## src/rtl/ipid_gpio_collector_if.sv

```systemverilog
// Host/store bus of the IP ID collector.
// master: the collector (samples the GPIO beats, drives trigger/address and the store port).
// slave : the host and storage side.
`timescale 1ns/1ps
interface ipid_gpio_collector_if #(
    parameter int WORDS_PER_IP = 16
);
    logic                         gpio_valid;
    logic [15:0]                  gpio_data;
    logic                         ipid_trigger;
    logic [3:0]                   ipid_addr;
    logic                         ipid_wr_en;
    logic [3:0]                   ipid_wr_addr;
    logic [WORDS_PER_IP*16-1:0]   ipid_wr_data;

    modport master (
        input  gpio_valid, gpio_data,
        output ipid_trigger, ipid_addr, ipid_wr_en, ipid_wr_addr, ipid_wr_data
    );

    modport slave (
        output gpio_valid, gpio_data,
        input  ipid_trigger, ipid_addr, ipid_wr_en, ipid_wr_addr, ipid_wr_data
    );
endinterface

```

## src/rtl/ipid_gpio_collector.sv

```systemverilog
// IP ID collector: requests NUM_IPS IDs from a host over a GPIO-style strobe/data
// pair, checks each SOF / payload / EOF frame and emits one store strobe per ID.
// Optional feature: define IPID_TIMEOUT_EN to enable the TIMEOUT_CYCLES watchdog.
`timescale 1ns/1ps
module ipid_gpio_collector #(
    parameter int          NUM_IPS        = 16,
    parameter int          WORDS_PER_IP   = 16,
    parameter logic [15:0] SOF_WORD       = 16'h7A7A,
    parameter logic [15:0] EOF_WORD       = 16'hB9B9,
    parameter int          TIMEOUT_CYCLES = 1024
) (
    input  logic                         clk,
    input  logic                         rst,
    input  logic                         start,
    output logic                         busy,
    output logic                         done,
    output logic                         error,
    output logic [1:0]                   err_code,
    ipid_gpio_collector_if.master        bus
);

    localparam int         ID_W     = WORDS_PER_IP * 16;
    localparam int         BEAT_W   = (WORDS_PER_IP > 1) ? $clog2(WORDS_PER_IP) : 1;
    localparam logic [3:0] LAST_IDX = 4'(NUM_IPS - 1);
    localparam logic [BEAT_W-1:0] LAST_BEAT = BEAT_W'(WORDS_PER_IP - 1);

    localparam logic [1:0] ERR_NONE    = 2'b00;
    localparam logic [1:0] ERR_SOF     = 2'b01;
    localparam logic [1:0] ERR_FRAME   = 2'b10;
    localparam logic [1:0] ERR_TIMEOUT = 2'b11;

    typedef enum logic [2:0] {
        S_IDLE, S_TRIG, S_PAYLOAD, S_EOF, S_STORE, S_RELEASE, S_DONE, S_ERR
    } state_e;

    state_e              state_q, state_d;
    logic [1:0]          err_q, err_d;
    logic [3:0]          index_q;
    logic [BEAT_W-1:0]   beat_q;
    logic [ID_W-1:0]     frame_q;
    logic [ID_W-1:0]     wr_data_q;

    logic launch;     // accepted start: new run from index 0
    logic capture;    // payload beat taken this cycle
    logic latch_id;   // good EOF: publish the assembled ID
    logic advance;    // move to the next IP index
    logic timeout_hit;

    // State register.
    // NOTE: sequential state uses non-blocking assignments so every flop samples pre-edge values.
    always_ff @(posedge clk or negedge rst) begin
        if (!rst) state_q <= S_IDLE;
        else      state_q <= state_d;
    end

    // Next-state and control decode.
    // NOTE: every output of this block gets a default first, so no path can infer a latch.
    always_comb begin
        state_d  = state_q;
        err_d    = err_q;
        launch   = 1'b0;
        capture  = 1'b0;
        latch_id = 1'b0;
        advance  = 1'b0;
        unique case (state_q)
            S_IDLE, S_DONE, S_ERR: begin
                if (start) begin
                    state_d = S_TRIG;
                    err_d   = ERR_NONE;
                    launch  = 1'b1;
                end
            end
            S_TRIG: begin
                if (bus.gpio_valid) begin
                    if (bus.gpio_data == SOF_WORD) begin
                        state_d = S_PAYLOAD;
                    end else begin
                        state_d = S_ERR;
                        err_d   = ERR_SOF;
                    end
                end
            end
            S_PAYLOAD: begin
                if (!bus.gpio_valid) begin
                    state_d = S_ERR;
                    err_d   = ERR_FRAME;
                end else begin
                    capture = 1'b1;
                    if (beat_q == LAST_BEAT) state_d = S_EOF;
                end
            end
            S_EOF: begin
                if (bus.gpio_valid && bus.gpio_data == EOF_WORD) begin
                    state_d  = S_STORE;
                    latch_id = 1'b1;
                end else begin
                    state_d = S_ERR;
                    err_d   = ERR_FRAME;
                end
            end
            S_STORE: state_d = S_RELEASE;
            S_RELEASE: begin
                if (!bus.gpio_valid) begin
                    if (index_q == LAST_IDX) begin
                        state_d = S_DONE;
                    end else begin
                        state_d = S_TRIG;
                        advance = 1'b1;
                    end
                end
            end
            default: state_d = S_IDLE;
        endcase
        // The watchdog only fires while the host has left us parked in one state.
        if (timeout_hit && state_d == state_q) begin
            state_d = S_ERR;
            err_d   = ERR_TIMEOUT;
        end
    end

`ifdef IPID_TIMEOUT_EN
    localparam int CNT_W = $clog2(TIMEOUT_CYCLES + 1);
    logic [CNT_W-1:0] wait_cnt_q;
    logic             counting;

    assign counting    = (state_q inside {S_TRIG, S_PAYLOAD, S_EOF, S_RELEASE});
    assign timeout_hit = counting && (wait_cnt_q == CNT_W'(TIMEOUT_CYCLES - 1));

    // Cycles spent in the current waiting state; restarts on every state change.
    always_ff @(posedge clk or negedge rst) begin
        if (!rst)                    wait_cnt_q <= '0;
        else if (state_d != state_q) wait_cnt_q <= '0;
        else if (counting)           wait_cnt_q <= wait_cnt_q + 1'b1;
    end
`else
    // Watchdog compiled out: TIMEOUT_CYCLES is a positive count, so this is constant 0.
    assign timeout_hit = (TIMEOUT_CYCLES < 0);
`endif

    // Run bookkeeping: IP index, beat count and sticky error code.
    always_ff @(posedge clk or negedge rst) begin
        if (!rst) begin
            index_q <= '0;
            beat_q  <= '0;
            err_q   <= ERR_NONE;
        end else begin
            err_q <= err_d;
            if (launch)        index_q <= '0;
            else if (advance)  index_q <= index_q + 1'b1;
            if (state_q == S_TRIG) beat_q <= '0;
            else if (capture)      beat_q <= beat_q + 1'b1;
        end
    end

    // Payload assembly (first beat lands in the MSBs) and the held store word.
    // NOTE: the ID buffers are plain flops, not a RAM, so they take the async reset to 0.
    always_ff @(posedge clk or negedge rst) begin
        if (!rst) begin
            frame_q   <= '0;
            wr_data_q <= '0;
        end else begin
            if (capture)  frame_q[ID_W-1-16*int'(beat_q) -: 16] <= bus.gpio_data;
            if (latch_id) wr_data_q <= frame_q;
        end
    end

    // Outputs decode straight from state, so reset clears them in the same cycle.
    assign bus.ipid_trigger = (state_q inside {S_TRIG, S_PAYLOAD, S_EOF, S_STORE});
    assign bus.ipid_addr    = index_q;
    assign bus.ipid_wr_en   = (state_q == S_STORE);
    assign bus.ipid_wr_addr = index_q;
    assign bus.ipid_wr_data = wr_data_q;
    assign busy             = (state_q inside {S_TRIG, S_PAYLOAD, S_EOF, S_STORE, S_RELEASE});
    assign done             = (state_q == S_DONE);
    assign error            = (state_q == S_ERR);
    assign err_code         = err_q;

endmodule

```

## src/flat_wrapper.sv

```systemverilog
// flat-port wrapper written by rule: the top's interface ports become plain ports
module ipid_gpio_collector_flat 
#(
    parameter int          NUM_IPS        = 16,
    parameter int          WORDS_PER_IP   = 16,
    parameter logic [15:0] SOF_WORD       = 16'h7A7A,
    parameter logic [15:0] EOF_WORD       = 16'hB9B9,
    parameter int          TIMEOUT_CYCLES = 1024
)
  (clk, rst, start, busy, done, error, err_code, bus_gpio_valid, bus_gpio_data, bus_ipid_trigger, bus_ipid_addr, bus_ipid_wr_en, bus_ipid_wr_addr, bus_ipid_wr_data);
  ipid_gpio_collector_if #(.WORDS_PER_IP(WORDS_PER_IP)) bus_i ();
  input  logic clk;
  input  logic rst;
  input  logic start;
  output logic busy;
  output logic done;
  output logic error;
  output logic [1:0] err_code;
  input wire logic [$bits(bus_i.gpio_valid)-1:0] bus_gpio_valid;
  input wire logic [$bits(bus_i.gpio_data)-1:0] bus_gpio_data;
  output wire logic [$bits(bus_i.ipid_trigger)-1:0] bus_ipid_trigger;
  output wire logic [$bits(bus_i.ipid_addr)-1:0] bus_ipid_addr;
  output wire logic [$bits(bus_i.ipid_wr_en)-1:0] bus_ipid_wr_en;
  output wire logic [$bits(bus_i.ipid_wr_addr)-1:0] bus_ipid_wr_addr;
  output wire logic [$bits(bus_i.ipid_wr_data)-1:0] bus_ipid_wr_data;
  assign bus_i.gpio_valid = bus_gpio_valid;
  assign bus_i.gpio_data = bus_gpio_data;
  assign bus_ipid_trigger = bus_i.ipid_trigger;
  assign bus_ipid_addr = bus_i.ipid_addr;
  assign bus_ipid_wr_en = bus_i.ipid_wr_en;
  assign bus_ipid_wr_addr = bus_i.ipid_wr_addr;
  assign bus_ipid_wr_data = bus_i.ipid_wr_data;
  ipid_gpio_collector #(.NUM_IPS(NUM_IPS), .WORDS_PER_IP(WORDS_PER_IP), .SOF_WORD(SOF_WORD), .EOF_WORD(EOF_WORD), .TIMEOUT_CYCLES(TIMEOUT_CYCLES)) u_core (.clk(clk), .rst(rst), .start(start), .busy(busy), .done(done), .error(error), .err_code(err_code), .bus(bus_i));
endmodule
```

## config.mk

```make
export PLATFORM = sky130hd
export DESIGN_NAME = ipid_gpio_collector_flat
export DESIGN_NICKNAME = d
export VERILOG_FILES = /design/src/rtl/ipid_gpio_collector_if.sv /design/src/rtl/ipid_gpio_collector.sv /design/src/flat_wrapper.sv
export SDC_FILE = /design/constraint.sdc
export NUM_CORES = 1
export LEC_CHECK = 0
export CAP_MARGIN = 20
export CORE_MARGIN = 5
export CORE_UTILIZATION = 40
export CTS_BUF_LIST = sky130_fd_sc_hd__clkbuf_16
export DETAILED_ROUTE_END_ITERATION = 16
export PLACE_DENSITY = 0.73
export REMOVE_ABC_BUFFERS = 1
export SLEW_MARGIN = 10
export SYNTH_ARGS = -nofsm -noshare
export SYNTH_HDL_FRONTEND = slang
export SYNTH_SLANG_ARGS = --single-unit
```

## constraint.sdc

```tcl
create_clock -name clk -period 2.4 [get_ports clk]
set_input_delay 0.6 -clock clk [delete_from_list [all_inputs] [get_ports clk]]
set_output_delay 0.6 -clock clk [all_outputs]
set_load 0.01 [all_outputs]
```

# ---- Word-level counts from Yosys, hierarchy flattened
# Index checks and enable logic that the tools add are counted.
dict set report classes {
  addsub 4
  reduce_logical 10
  muxes 29
  n_shift 2
  eq_ne 18
}
# cell count
set ops {}
lappend ops {{16-bit by 33-bit variable shift with 271-bit output, first input constant} 1}
lappend ops {{16-bit by 33-bit variable part select with 271-bit output} 1}
lappend ops {{256-bit bitwise mux} 1}
lappend ops {{32-bit negation with 33-bit output} 1}
lappend ops {{3-bit two-way mux} 7}
lappend ops {{3-bit one-hot mux with 6 select lines} 1}
lappend ops {{16-bit by 15-bit == test with 1-bit output, second input constant} 1}
lappend ops {{16-bit == test, second input constant} 1}
lappend ops {{4-bit two-way mux} 4}
lappend ops {{3-bit == test, second input constant} 4}
lappend ops {{2-bit two-way mux} 6}
lappend ops {{2-bit != test, second input constant} 6}
lappend ops {{1-bit two-way mux} 9}
lappend ops {{8-bit by 8-bit subtractor with 9-bit output, first input constant} 1}
lappend ops {{4-bit by 1-bit adder with 4-bit output, second input constant} 2}
lappend ops {{4-bit == test, second input constant} 2}
lappend ops {{2-bit one-hot mux with 4 select lines} 1}
lappend ops {{4-bit nonzero test} 2}
lappend ops {{3-bit by 2-bit == test with 1-bit output, second input constant} 2}
lappend ops {{6-bit AND reduction} 1}
lappend ops {{5-bit nonzero test} 1}
lappend ops {{4-bit AND reduction} 1}
lappend ops {{2-bit nonzero test} 2}
lappend ops {{3-bit by 1-bit == test with 1-bit output, second input constant} 1}
lappend ops {{other kinds (4)} 4}
dict set report word_totals {
  input_bits 20
  reg_bits 525
}

# ---- Longest topological paths before layout
dict set report logic_depth {
  ltp_word 6
  mapped_depth 8
}

# ---- Worst setup path before layout
# Ideal clock, no wire load.
dict set report synth_timing {
  path_kind {in2reg}
  startpoint {input port bus_gpio_valid}
  endpoint {register u_core.frame_q[214]}
  slack_ps 207
  setup_ps 125
  path_stages 8
  arrival_time_ps 2068
  path_cell_list {buf_2 and3b_1 nand2_1 nor3_1 and2_1 buf_2 buf_4 mux2_2}
}
dict set report synth_between {
  elab_chain_len 2
}
# item line
set synth_rtl {}
lappend synth_rtl {{start, declared} flat_wrapper.sv:19} ;# input wire logic [$bits(bus_i.gpio_valid)-1:0] bus_gpio_valid;
lappend synth_rtl {{1-bit two-way mux} ipid_gpio_collector.sv:84} ;# if (!bus.gpio_valid) begin
lappend synth_rtl {{1-bit two-way mux} ipid_gpio_collector.sv:65} ;# unique case (state_q)
lappend synth_rtl {{end signal, assigned by index} ipid_gpio_collector.sv:162} ;# if (capture) frame_q[ID_W-1-16*int'(beat_q) -: 16] <= bus.gpio_data;
lappend synth_rtl {{end, declared} ipid_gpio_collector.sv:40} ;# logic [ID_W-1:0] frame_q;
# Every way passes these cells.
# A chain may end at the register's enable or synchronous reset.

# ---- Worst setup path after layout
dict set report layout_timing {
  startpoint {register u_core.state_q[0]}
  endpoint {output port busy}
}
dict set report layout_between {
  elab_chain_len 2
  word_cells_on_any_way 6
  cone_classes {eq/ne: 5; reduce/logical: 1}
}
# item line
set layout_rtl {}
lappend layout_rtl {{start, declared} ipid_gpio_collector.sv:36} ;# state_e state_q, state_d;
lappend layout_rtl {{start signal, assigned} ipid_gpio_collector.sv:53} ;# else state_q <= state_d;
lappend layout_rtl {{3-bit by 1-bit == test with 1-bit output (tied with other cells)} ipid_gpio_collector.sv:173} ;# assign busy = (state_q inside {S_TRIG, S_PAYLOAD, S_EOF, S_STORE, S_RELEASE});
lappend layout_rtl {{5-bit nonzero test *} ipid_gpio_collector.sv:173}
lappend layout_rtl {{end, declared} flat_wrapper.sv:15} ;# output logic busy;
# Mark *: on every way between the ends. The rest lies on a longest branch, timed or not.

==> reports/qor.yml <==
worstPathRequired_ns: 1.80
via_per_inst: 5.02
avgSynthCellArea_um2: 14.9
fmax_mhz: 425
p_clk_frac: 0.418
drc_errors: 0
grt_pass1_vias: 13500
drtIter0Drc: 667
dp_hpwl_um: 36300
grt_usage: 0.192
final_nets: 1775
num_rows: 82
synth.top_cell.area_share: 0.644
cts_buffer_depth: 3
cts_buffers: 54
placedCellCount: 2359
clk_pin_slew_ns: 0.07
hold_class: "primary input to async pin"
fin_area_um2: 26600
cts_root_buffer: "clkbuf_16"
initial_core_util: 0.406
synth_edf_count: 0
die_x_um: 236
power_frac_comb: 0.102
yosys_warnings: 0
fill_cells: 4139
synth_area_leaders: "dfrtp_1 (64%), mux2_1 (13%), mux2_2 (12%)"
io_pins: 291
rsz0062_at_grt: "yes"
layout.cells.non_filler: 2468
irDropWorstVdd_v: 0.000576
syn2layout_area_growth_pct: 30.6
period_share: 0.981
worstSkewPairLatency_ns: 0.59
grt_pass1_wl_um: 83400
power_density_nw_per_um2: 721
p_sw_frac: 0.248
status: "complete, no violations"
dieArea_um2: 55600
crit_path_start_kind: "flip-flop"
core_area_um2: 50300
synth_largest_area_cell: "dfrtp_1"
placed_area_um2: 24900
power.switching_mw: 4.76
worstPathMaxFanout: 10
vias: 12400
dr.pass1.iters: 7
p_seq_frac: 0.481
drive_above_1_share: 0.232
power.leakage_nw: 13.2
ys_dominant_reg_cell: "dfrtp_1"
relSlewSlack: 0.564
fin_crit_ns: 2.36
antenna_found_initial: 10
max_cap_viol_count: 0
internal_power_mw: 14.5
ant_nets: 0
finClkSkew_ns: 0.0142
netlist-cell-type-count: 50
synthCells: 1370
maxSlewViolCount: 0
port_buffers: 290
yosys_register_bits: 525
async_flop_share: 1.00
seq_area_frac_synth: 0.644
clock_sinks: 525
fin_total_pwr_mw: 19.2
avgRoutedWirePerCell_um: 21.8
grt_max_degree: 64
tightest_slew_ns: 0.655
grt-ovfl-total: 0
htreeDepth: 2
finalSetupViolCount: 0
whs_ns: 0.0345
drt-total-wl_um: 53800
worst-setup-path-type: "flip-flop to output port"
gp_congestion: 0.784
hold_violations: 0
critical_path_arrival_ns: 1.76
cts_tree: "yes"
cp-end-kind: "output port"
fp.dieH_um: 236
netlist_area_um2: 20400
[critical path, cell delays in order (launching register included)]
cell	delay, ns
dfrtp_2	0.50
nor3_2	0.29
a21oi_4	0.08
dlygate4sd2_1	0.30
[worst paths after layout]
path	start	end	slack [ns]	cells past startpoint
min in group clk	u_core.frame_q[197]$_DFFE_PN0P_	u_core.frame_q[197]$_DFFE_PN0P_	0.48	2
min reg2reg	u_core.frame_q[197]$_DFFE_PN0P_	u_core.frame_q[197]$_DFFE_PN0P_	0.48	2
max reg2reg	u_core.state_q[2]$_DFFE_PN0P_	u_core.bus.ipid_wr_data[16]$_DFFE_PN0P_	0.17	7
max in group asynchronous	rst	u_core.frame_q[109]$_DFFE_PN0P_	1.63	2
min	rst	u_core.bus.ipid_wr_data[15]$_DFFE_PN0P_	0.03	1
max	u_core.state_q[0]$_DFFE_PN0P_	busy	0.04	3
[cells in the mapped netlist (all sizes together) (3+ instances only)]
| master | n |
|---|---|
| o22ai | 3 |
| o21ai | 67 |
| and3 | 32 |
| a22oi | 3 |
| and2 | 19 |
| nand2 | 104 |
| mux2 | 450 |
| a21oi | 5 |
| nor2 | 14 |
| buf | 53 |
| ha | 7 |
| nand3 | 9 |
| nor3 | 10 |
| inv | 8 |
| nand4 | 5 |
| clkbuf | 23 |
| dfrtp | 525 |
| xor2 | 3 |
[power by group through the flow]
stage               Clock [mW]  Combinational [mW]  Sequential [mW]
floorplan                    0               0.738             9.42
detailed placement           0                1.87             9.40
global placement             0                1.82             9.39
finish                    8.02                1.95             9.24
global route              8.60                2.14             9.26
CTS                       8.25                1.95             9.23
[layer usage]
layer	global-route usage	vias to the layer above	share of wire
met5	0	-	0.00058
met3	0.0495	68	0.066
met2	0.317	317	0.48
met1	0.257	6412	0.43
li1	-	5598	-
met4	0.0442	4	0.018
[cell families (layout without fill, tap and decap cells)]
family	count (synthesis)	after routing	share of synthesized area
AO/OA/AOI/OAI	90	90	0.0243
other	0	4	0
buffers and inverters	84	506	0.0245
XOR/XNOR	5	5	0.00215
AND/OR/NAND/NOR	207	207	0.0513
flip-flops	525	525	0.644
adder cells (fa/ha/maj)	7	7	0.00429
multiplexers	452	452	0.249
[per-stage QoR]
| step | TNS [ns] | util | worst slack [ns] |
|---|---|---|---|
| 2_1_floorplan | -3622.93 | - | -14.74 |
| 3_3_place_gp | -166.14 | 0.495 | -0.521 |
| 3_5_place_dp | -161.76 | 0.495 | -0.513 |
| 4_1_cts | 0 | 0.530 | 0.0244 |
| 5_1_grt | -0.0306 | 0.530 | -0.0199 |
| 6_report | 0 | 0.530 | 0.0449 |
[flip-flops by register name (all words and copies together) (netlist names)]
register and count:
u_core.beat_q 4, u_core.bus.ipid_addr 4, u_core.bus.ipid_wr_data 256, u_core.err_code 2, u_core.frame_q 256, u_core.state_q 3
[placed cells by master (no fill, tap or decap), types with 5 or more instances in the layout]
master           instances
buf_4                   74
clkinv_1                18
ha_1                     7
clkinv_2                 6
nand3_1                  6
nor3_1                   7
clkbuf_16               55
and2_1                  19
nand4_1                  5
o21ai_0                 67
nor2_1                  11
buf_12                  33
inv_1                   16
nand2_1                101
and3_1                  32
mux2_1                 240
clkinvlp_4               6
clkdlybuf4s50_1        284
dfrtp_1                522
mux2_2                 210
[what timing repair did]
action                                  CTS  global route
hold buffers                              0             0
endpoints found under the hold margin     0             0
endpoints found under the setup margin    5            16
gates resized for setup                  19             5
buffers inserted                          5             0
[cell type report]
class	count	area [um^2]	area share
inverters	8	30.0	0.00113
well taps	672	841	0.0316
clock inverters	45	322	0.0121
flip-flops and latches	525	13100	0.493
repair buffers	398	4120	0.155
diodes	4	10.0	0.000376
clock buffers	55	1380	0.0517
multi-input cells	761	6800	0.255
No activity file was read; power rests on OpenSTA's default activity.
